[src/rtl/acc_pkg.sv]
`default_nettype none
// ============================================================================
// Module  : acc_pkg
// Purpose : Shared ID width and scheduler FSM state type.
// Revision: 1.0
// ============================================================================
package acc_pkg;

  localparam int unsigned IdWidth = 5;

  typedef enum logic [1:0] {
    IDLE   = 2'd0,
    ACTIVE = 2'd1,
    DRAIN  = 2'd2
  } state_e;

endpackage
`default_nettype wire

[src/rtl/lzc.sv]
`default_nettype none
// ============================================================================
// Module  : lzc
// Purpose : Leading/trailing zero counter (MODE=0 trailing, MODE=1 leading).
// Revision: 1.0
// ============================================================================
module lzc #(
  parameter int unsigned WIDTH     = 2,
  parameter bit          MODE      = 1'b0,
  parameter int unsigned CNT_WIDTH = (WIDTH > 1) ? $clog2(WIDTH) : 1
) (
  input  logic [WIDTH-1:0]     in_i,
  output logic [CNT_WIDTH-1:0] cnt_o,
  output logic                 empty_o
);

  // Scan from the far end so the last hit (nearest the counting origin) wins.
  always_comb begin
    cnt_o = '0;
    for (int i = WIDTH - 1; i >= 0; i--) begin
      if (MODE == 1'b0) begin
        if (in_i[i]) cnt_o = CNT_WIDTH'(i);
      end else begin
        if (in_i[WIDTH-1-i]) cnt_o = CNT_WIDTH'(i);
      end
    end
    empty_o = ~|in_i;
  end

endmodule
`default_nettype wire

[src/rtl/acc_id_scheduler.sv]
`default_nettype none
// ============================================================================
// Module  : acc_id_scheduler
// Purpose : Allocates transaction IDs to offload requests and retires them
//           on observed responses, limiting the number in flight.
// Revision: 1.0
// ============================================================================
module acc_id_scheduler
  import acc_pkg::*;
#(
  parameter int unsigned NumIds         = 32,
  parameter int unsigned MaxOutstanding = 8
) (
  input  logic                                  clk_i,
  input  logic                                  rst_i,
  input  logic                                  in_q_valid_i,
  output logic                                  in_q_ready_o,
  output logic                                  out_q_valid_o,
  input  logic                                  out_q_ready_i,
  output logic [IdWidth-1:0]                    id_o,
  input  logic                                  rsp_valid_i,
  input  logic                                  rsp_ready_i,
  input  logic [IdWidth-1:0]                    rsp_id_i,
  input  logic                                  flush_i,
  output logic [$clog2(MaxOutstanding+1)-1:0]   outstanding_o,
  output logic                                  busy_o,
  output logic                                  err_o
);

  localparam int unsigned     CntW   = $clog2(MaxOutstanding + 1);
  localparam int unsigned     LzcW   = (NumIds > 1) ? $clog2(NumIds) : 1;
  localparam logic [CntW-1:0] MaxCnt = CntW'(MaxOutstanding);

  state_e              state, state_next;
  logic [NumIds-1:0]   bitmap, bitmap_next;
  logic [CntW-1:0]     count;
  logic                lock;
  logic [IdWidth-1:0]  locked_id;

  logic [LzcW-1:0]     free_idx;
  logic                none_free;
  logic                can_issue, issue, retire, rsp_known, rsp_good;
  logic [31:0]         bitmap_ext, set_mask, clr_mask;

  lzc #(
    .WIDTH    (NumIds),
    .MODE     (1'b0),
    .CNT_WIDTH(LzcW)
  ) u_lzc (
    .in_i   (~bitmap),
    .cnt_o  (free_idx),
    .empty_o(none_free)
  );

  assign id_o       = lock ? locked_id : IdWidth'(free_idx);
  assign bitmap_ext = 32'(bitmap);
  assign rsp_known  = (32'(rsp_id_i) < NumIds) && bitmap_ext[rsp_id_i];

  assign can_issue = (state != DRAIN) && !flush_i && (count < MaxCnt) && !none_free;
  assign issue     = in_q_valid_i && out_q_ready_i && can_issue;
  assign retire    = rsp_valid_i && rsp_ready_i;
  assign rsp_good  = retire && rsp_known;

  // Outputs are forced low during reset regardless of the input handshake.
  assign out_q_valid_o = in_q_valid_i && can_issue && !rst_i;
  assign in_q_ready_o  = out_q_ready_i && can_issue && !rst_i;
  assign err_o         = retire && !rsp_known && !rst_i;
  assign busy_o        = (state != IDLE);
  assign outstanding_o = count;

  assign set_mask    = issue    ? (32'd1 << id_o)     : 32'd0;
  assign clr_mask    = rsp_good ? (32'd1 << rsp_id_i) : 32'd0;
  assign bitmap_next = (bitmap | set_mask[NumIds-1:0]) & ~clr_mask[NumIds-1:0];

  always_comb begin
    state_next = state;
    case (state)
      IDLE: begin
        if (flush_i)    state_next = DRAIN;
        else if (issue) state_next = ACTIVE;
      end
      ACTIVE: begin
        if (flush_i)                         state_next = DRAIN;
        else if (count == '0 && !issue)      state_next = IDLE;
      end
      DRAIN: begin
        if (count == '0 && !flush_i)         state_next = IDLE;
      end
      default: state_next = IDLE;
    endcase
  end

  always_ff @(posedge clk_i or posedge rst_i) begin
    if (rst_i) begin
      state     <= IDLE;
      bitmap    <= '0;
      count     <= '0;
      lock      <= 1'b0;
      locked_id <= '0;
    end else begin
      state  <= state_next;
      bitmap <= bitmap_next;
      if (issue && !rsp_good && count != MaxCnt)
        count <= count + CntW'(1);
      else if (!issue && rsp_good && count != '0)
        count <= count - CntW'(1);
      // A stalled request keeps its ID so the interconnect sees a stable payload.
      if (issue) begin
        lock <= 1'b0;
      end else if (in_q_valid_i && can_issue && !out_q_ready_i) begin
        lock      <= 1'b1;
        locked_id <= id_o;
      end
    end
  end

endmodule
`default_nettype wire

[config.mk]
export PLATFORM = sky130hd
export DESIGN_NAME = acc_id_scheduler
export DESIGN_NICKNAME = d
export VERILOG_FILES = /design/src/rtl/acc_pkg.sv /design/src/rtl/lzc.sv /design/src/rtl/acc_id_scheduler.sv
export SDC_FILE = /design/constraint.sdc
export NUM_CORES = 1
export LEC_CHECK = 0
export CORE_ASPECT_RATIO = 1.5
export CORE_MARGIN = 10
export CORE_UTILIZATION = 55
export CTS_BUF_LIST = sky130_fd_sc_hd__clkbuf_16
export CTS_CLUSTER_SIZE = 14
export DETAILED_ROUTE_END_ITERATION = 8
export PLACE_DENSITY = 0.76
export SLEW_MARGIN = 20
export SYNTH_ARGS = -nofsm -noshare
export SYNTH_HDL_FRONTEND = slang
export SYNTH_SLANG_ARGS = --single-unit
[constraint.sdc]
create_clock -name clk_i -period 4.2 [get_ports clk_i]
set_input_delay 0.84 -clock clk_i [delete_from_list [all_inputs] [get_ports clk_i]]
set_output_delay 0.84 -clock clk_i [all_outputs]
set_load 0.01 [all_outputs]
==> impl_metrics.toml, run 1 <==
[critical_path]
end_kind = "flip-flop"
startpoint_type = "primary input"
reg2reg_slack_ns = 1.03
critical_path_class = "in2reg"
crit_required_ns = 4.37
cp_top_family = "simple AND/OR/NAND/NOR gates"
cp_slowest_stage_delay_ns = 0.51
worstPathCellList = "clkdlybuf4s50_1 -> buf_4 -> mux4_2 -> mux2_2 -> nand3_1 -> nand4_2 -> nor2b_4 -> nand2b_1 -> buf_4 -> ha_1 -> a21oi_1 -> nor2b_1 -> nor2b_1 -> o21ai_0 -> a22oi_1 -> o21ai_0"
crit_path_max_fanout = 7
cp.arrival_ns = 4.14
critical_path.slowest_cell = "clkdlybuf4s50_1"
cp_num_buf_inv = 3

[floorplan]
die_height_um = 110
die_area_um2 = 8810
num_rows = 32
io_pins = 25
start_util_pct = 57.1
chipWidth_um = 80.0
fp.coreArea_um2 = 5200

[clock_network]
cts_tree = "built"
cts_root_buf = "clkbuf_16"
ctsHoldBuffers = 0
clock_latency_ns = 0.29
cts_buffer_depth = 2
cts.sinks = 44
clk_pin_slew_worst_paths_ns = 0.06
htreeDepth = 2
cts_buffers = 5

[final_layout]
final_area_um2 = 3460
final_util_pct = 66.5
finalNonFillerCells = 420
antennaDiodeCount = 0
nets = 366
drive_gt1_share_pct = 14.5
areaGrowthSynthToFinish_pct = 16.5

[synth]
synth_cell_types = 59
syn_inst = 326
synthArstFlopShare_pct = 100
synth_area_um2 = 2970
synth_edf_count = 0
ys_seq_area_share_pct = 37.0
synth_area_leaders = "dfrtp_1 37%, a31oi_1 11%, mux2i_1 3.4%, a21oi_2 2.9%, nor2b_1 2.9%"
ys_ff_latch = 44
syn_area_per_cell_um2 = 9.12
yosysWarnings = 0
synth.top_cell.area_share_pct = 37.0
yosysTopAreaCell = "dfrtp_1"
synth_top_flop_cell = "dfrtp_1"
syn_nets = 341

[placement]
io_buffers = 24
dpl_cell_area_um2 = 3290
gp_congestion = 0.926
dp_cells = 412
dpl.hpwl_mm = 6.63

[timing]
rsz0062_at_grt = "no"
max_freq_ghz = 0.252
post-route-period-util_pct = 94.7
hold_viol = 0
fin_setup_tns_ns = 0
finalCriticalPeriod_ns = 3.98
worstMarginPinSlew_ns = 0.773
skew_ns = 0.00309
setup_violations = 0
slew_violations = 0
slew_headroom_pct = 48.0

[pwr]
powerDensity_nw_per_um2 = 459
p_leak_uw = 0.00138
ir_drop_mv = 0.385

[grt]
grt_max_degree = 45
overflow = 0
grt_pass1_wl_mm = 14.7
met1_usage_pct = 23.6
top_usage_layer = "met2"
antenna_found_initial = 0
grt_util_all_layers_pct = 21.3
grt_pass1_vias = 2930
gr-usage-met3_pct = 4.05
grt_use_met2_pct = 36.4

[routing]
routedWlPerCell_um = 21.6
drt_iter0_drc = 263
drc = 0
dr.pass1.iters = 5
vias = 2872
via_per_inst = 6.84
wl_mm = 9.07
drtAntennaViolNets = 0

[worst_hold_path]
hp-class = "reg2reg"

[run_status]
outcome = "complete, no violations"

[run]
drv_cap = 0
through the flow:
step                total power [uW]  hold slack, ns  setup slack [ns]
CTS                             1580           0.507            0.0396
floorplan                        903           0.452             0.414
global placement                1130           0.489            0.0207
finish                          1590           0.502             0.225
detailed placement              1140           0.495           -0.0631
global route                    1660           0.544            0.0336
cells in the final DEF, fill, tap and decap left out, drive strengths merged, types with 3 or more instances in the layout:
cell	count
and2	7
nor4	4
nand4	11
nand2	20
a21oi	25
nor3	7
mux4	4
inv	13
nand2b	5
o31ai	3
a22oi	3
clkbuf	5
nand3	8
mux2i	10
clkinv	4
a31oi	50
nor2	22
buf	16
dfrtp	44
a41oi	4
mux2	4
nor2b	16
clkdlybuf4s50	23
o21ai	6
worst register-to-register path, delay by kind of cell (launching register included):
kind	cells	cell delay, ns
fa+ha+maj	1	0.29
buf+inv	1	0.17
mux	2	0.79
flops	1	0.43
compound gates	4	0.48
simple gates	6	0.88
cells in the mapped netlist, types with 5 or more instances:
library cell,number
a21oi_1,15
a21oi_2,10
a31oi_1,50
and2_1,7
clkbuf_1,13
dfrtp_1,44
inv_1,13
mux2i_1,10
nand2_1,20
nand2b_1,5
nand3_1,8
nand4_1,10
nor2_1,22
nor2b_1,14
nor3_1,7
o21ai_0,6
registers in the layout, indices dropped and copies added, names as in the netlist:
register       cells
state              2
bitmap            32
outstanding_o      4
lock               1
locked_id          5
logic make-up (layout without fill, tap and decap cells):
| family | after synthesis | in the layout | synth area share, % |
|---|---|---|---|
| compound gates | 112 | 112 | 25.7 |
| xor+xnor | 3 | 3 | 1.14 |
| fa+ha+maj | 3 | 3 | 1.52 |
| buf+inv | 37 | 63 | 6.36 |
| flops | 44 | 44 | 37.0 |
| mux | 18 | 18 | 8.04 |
| simple gates | 109 | 109 | 20.2 |
layout make-up:
cell class / count / area, um2
clock buffer: 5 / 125
clock inverter: 3 / 42.5
fill: 432 / 1740
inverter: 15 / 56.3
multi-input combinational: 245 / 1690
sequential: 44 / 1100
tap: 68 / 85.1
timing repair buffer: 40 / 363
where the power goes:
group	switching, uW	internal, uW	total [uW]	leakage [uW]
Clock	165	279	444	0.0000814
Sequential	91.3	484	576	0.000595
Combinational	322	249	571	0.000703
repair_timing:
item / 4_1_cts / 5_1_grt
setup endpoints to repair: 0 / 1
endpoints found under the hold margin: 0 / 0
resized for setup: 0 / 1
buffers inserted: 0 / 0
worst paths after layout:
kind | startpoint | endpoint | cells past startpoint
setup / recovery | rsp_id_i[1] | outstanding_o[3] | 16
hold / removal | state[0] | state[1] | 1
setup reg to reg | bitmap[26] | outstanding_o[3] | 14
hold reg to reg | state[0] | state[1] | 1
max in group asynchronous | rst_i | bitmap[30] | 3
min in group asynchronous | rst_i | locked_id[3] | 3
routing by layer:
metal / vias to the layer above / part of all wire (%)
met4: 0 / 4.9
met5: - / 0
met1: 1370 / 38
met3: 39 / 6.8
met2: 170 / 51
li1: 1293 / -
Power figures use the tool's default switching activity.
==> run 2: changes to the inputs <==
DONT_BUFFER_PORTS = 1   (was default)
PLACE_DENSITY = 0.73   (was 0.76)
==> run 2 against run 1 <==
  * Clock skew up 0.0026 ns
  * Flip-flop and latch count unchanged
  * Setup slack improved by 0.41 ns
  * First-iteration DRC count up 0.76%
  * Via count is 7.3% lower
  * Combinational power shrank 24%
  * Cell area decreased by 10%
  * Sequential share of layout area up 3.5 points
  * Worst hold slack gained 0.0040 ns
  * Critical path type unchanged
==> impl_metrics.toml, run 2 (synthesis gave the netlist of run 1 again) <==
[timing]
max_freq_ghz = 0.281
slew_headroom_pct = 52.6
setup_violations = 0
post-route-period-util_pct = 84.8
worstMarginPinSlew_ns = 0.705
fin_setup_tns_ns = 0
skew_ns = 0.00567
rsz0062_at_grt = "no"
hold_viol = 0
slew_violations = 0
finalCriticalPeriod_ns = 3.56

[pwr]
p_leak_uw = 0.00121
powerDensity_nw_per_um2 = 465
ir_drop_mv = 0.407

[routing]
routedWlPerCell_um = 22.1
drc = 0
via_per_inst = 6.97
vias = 2661
drtAntennaViolNets = 0
wl_mm = 8.46
dr.pass1.iters = 4
drt_iter0_drc = 265

[critical_path]
startpoint_type = "primary input"
cp-endpoint = "outstanding_o[3]"
crit_required_ns = 4.36
r2r_start = "bitmap[26]"
cp.arrival_ns = 3.72
cp_slowest_stage_delay_ns = 0.51
end_kind = "flip-flop"
crit_path_max_fanout = 21
critical_path_class = "in2reg"
reg2reg_depth = 14
crit_start = "rsp_id_i[1]"
r2r_end = "outstanding_o[3]"
reg2reg_slack_ns = 0.77
worstPathCellList = "mux4_1 -> mux2_2 -> nand3_1 -> nand4_2 -> nor2b_4 -> nand2b_1 -> ha_1 -> a21o_1 -> a21oi_1 -> nor2b_1 -> nor2b_1 -> o21ai_0 -> a22oi_1 -> o21ai_0"
critical_path.slowest_cell = "mux4_1"

[final_layout]
top_register = "bitmap"
final_common_cell = "a31oi_1"
mostFrequentLayoutCells = "50 x a31oi_1, 44 x dfrtp_1, 22 x nor2_1"
antennaDiodeCount = 0
areaGrowthSynthToFinish_pct = 4.84
nets = 330
drive_gt1_share_pct = 12.1
seq_area_um2 = 1100
num-fill-cells = 476
multi_input_area_um2 = 1690
finalNonFillerCells = 382
largest_reg_flops = 32
final_util_pct = 59.9

[clock_network]
cts_tree = "built"
ctsHoldBuffers = 0
cts_root_buf = "clkbuf_16"
clk_pin_slew_worst_paths_ns = 0.06
cts_buffers = 5
cts_resized = 0
clock_latency_ns = 0.28
cts.sinks = 44
postCtsSetupBuffers = 0
htreeDepth = 2
cts_buffer_depth = 2

[placement]
gp_congestion = 0.981
dp_cells = 376
dpl.hpwl_mm = 6.14
io_buffers = 0

[worst_hold_path]
hp-class = "reg2reg"

[run]
drv_cap = 0

[floorplan]
fp.coreArea_um2 = 5200
num_rows = 32
start_util_pct = 57.1
chipWidth_um = 80.0
io_pins = 25
die_area_um2 = 8810
die_height_um = 110

[grt]
grt_pass1_vias = 2757
grt_pass1_wl_mm = 14.0
grt_util_all_layers_pct = 20.1
antenna_found_initial = 0
overflow = 0
grt_max_degree = 45

[run_status]
outcome = "complete, no violations"
==> run 2: cell types whose count changed in the layout (fill, tap and decap cells not counted), sizes merged <==
cell           before  now
clkinv              4    2
dlymetal6s2s        1    0
buf                16    4
clkdlybuf4s50      23    0
==> run 2: through the flow <==
stage	power (uW)	setup WS [ns]	hold slack, ns	area (um2)
after global routing	1520	0.320	0.523	3120
after global placement	1010	0.432	0.477	2960
final	1450	0.637	0.506	3120
after detailed placement	1020	0.335	0.488	2960
after CTS	1440	0.644	0.499	3120
after floorplan	903	0.414	0.452	2970
==> run 2: power by group <==
part           total (uW)  switching [uW]  internal [uW]
registers             587             103            484
clock network         428             155            274
logic                 433             273            160
total                1450             531            918
==> run 2: cell type report <==
class	instances	area share, %
Clock buffer	5	4.01
Multi-Input combinational cell	245	54.2
Clock inverter	1	0.963
Timing Repair Buffer	4	0.963
Tap cell	68	2.73
Inverter	15	1.81
Sequential cell	44	35.3
==> run 2: worst min-delay path by stage <==
stage | startpoint | end | cells after the start
3_3_place_gp | state[0] | state[1] | 1
3_5_place_dp | state[0] | state[1] | 1
2_1_floorplan | state[0] | state[1] | 1
5_1_grt | locked_id[3] | locked_id[3] | 1
6_report | state[0] | state[1] | 1
4_1_cts | state[0] | state[1] | 1
==> run 2: per-layer routing <==
metal	vias up	wire length (um)	part of all wire (%)	global-route usage [%]
met2	127	4270	51	35.0
met5	-	0	0	0
met3	38	542	6.4	4.29
li1	1221	-	-	-
met1	1275	3190	38	21.9
met4	0	450	5.3	12.0
==> run 2: critical path: cells and delay by family <==
family | cells | cell delay (ns)
simple gates | 6 | 1.07
mux | 2 | 0.79
compound gates | 5 | 0.71
fa+ha+maj | 1 | 0.31
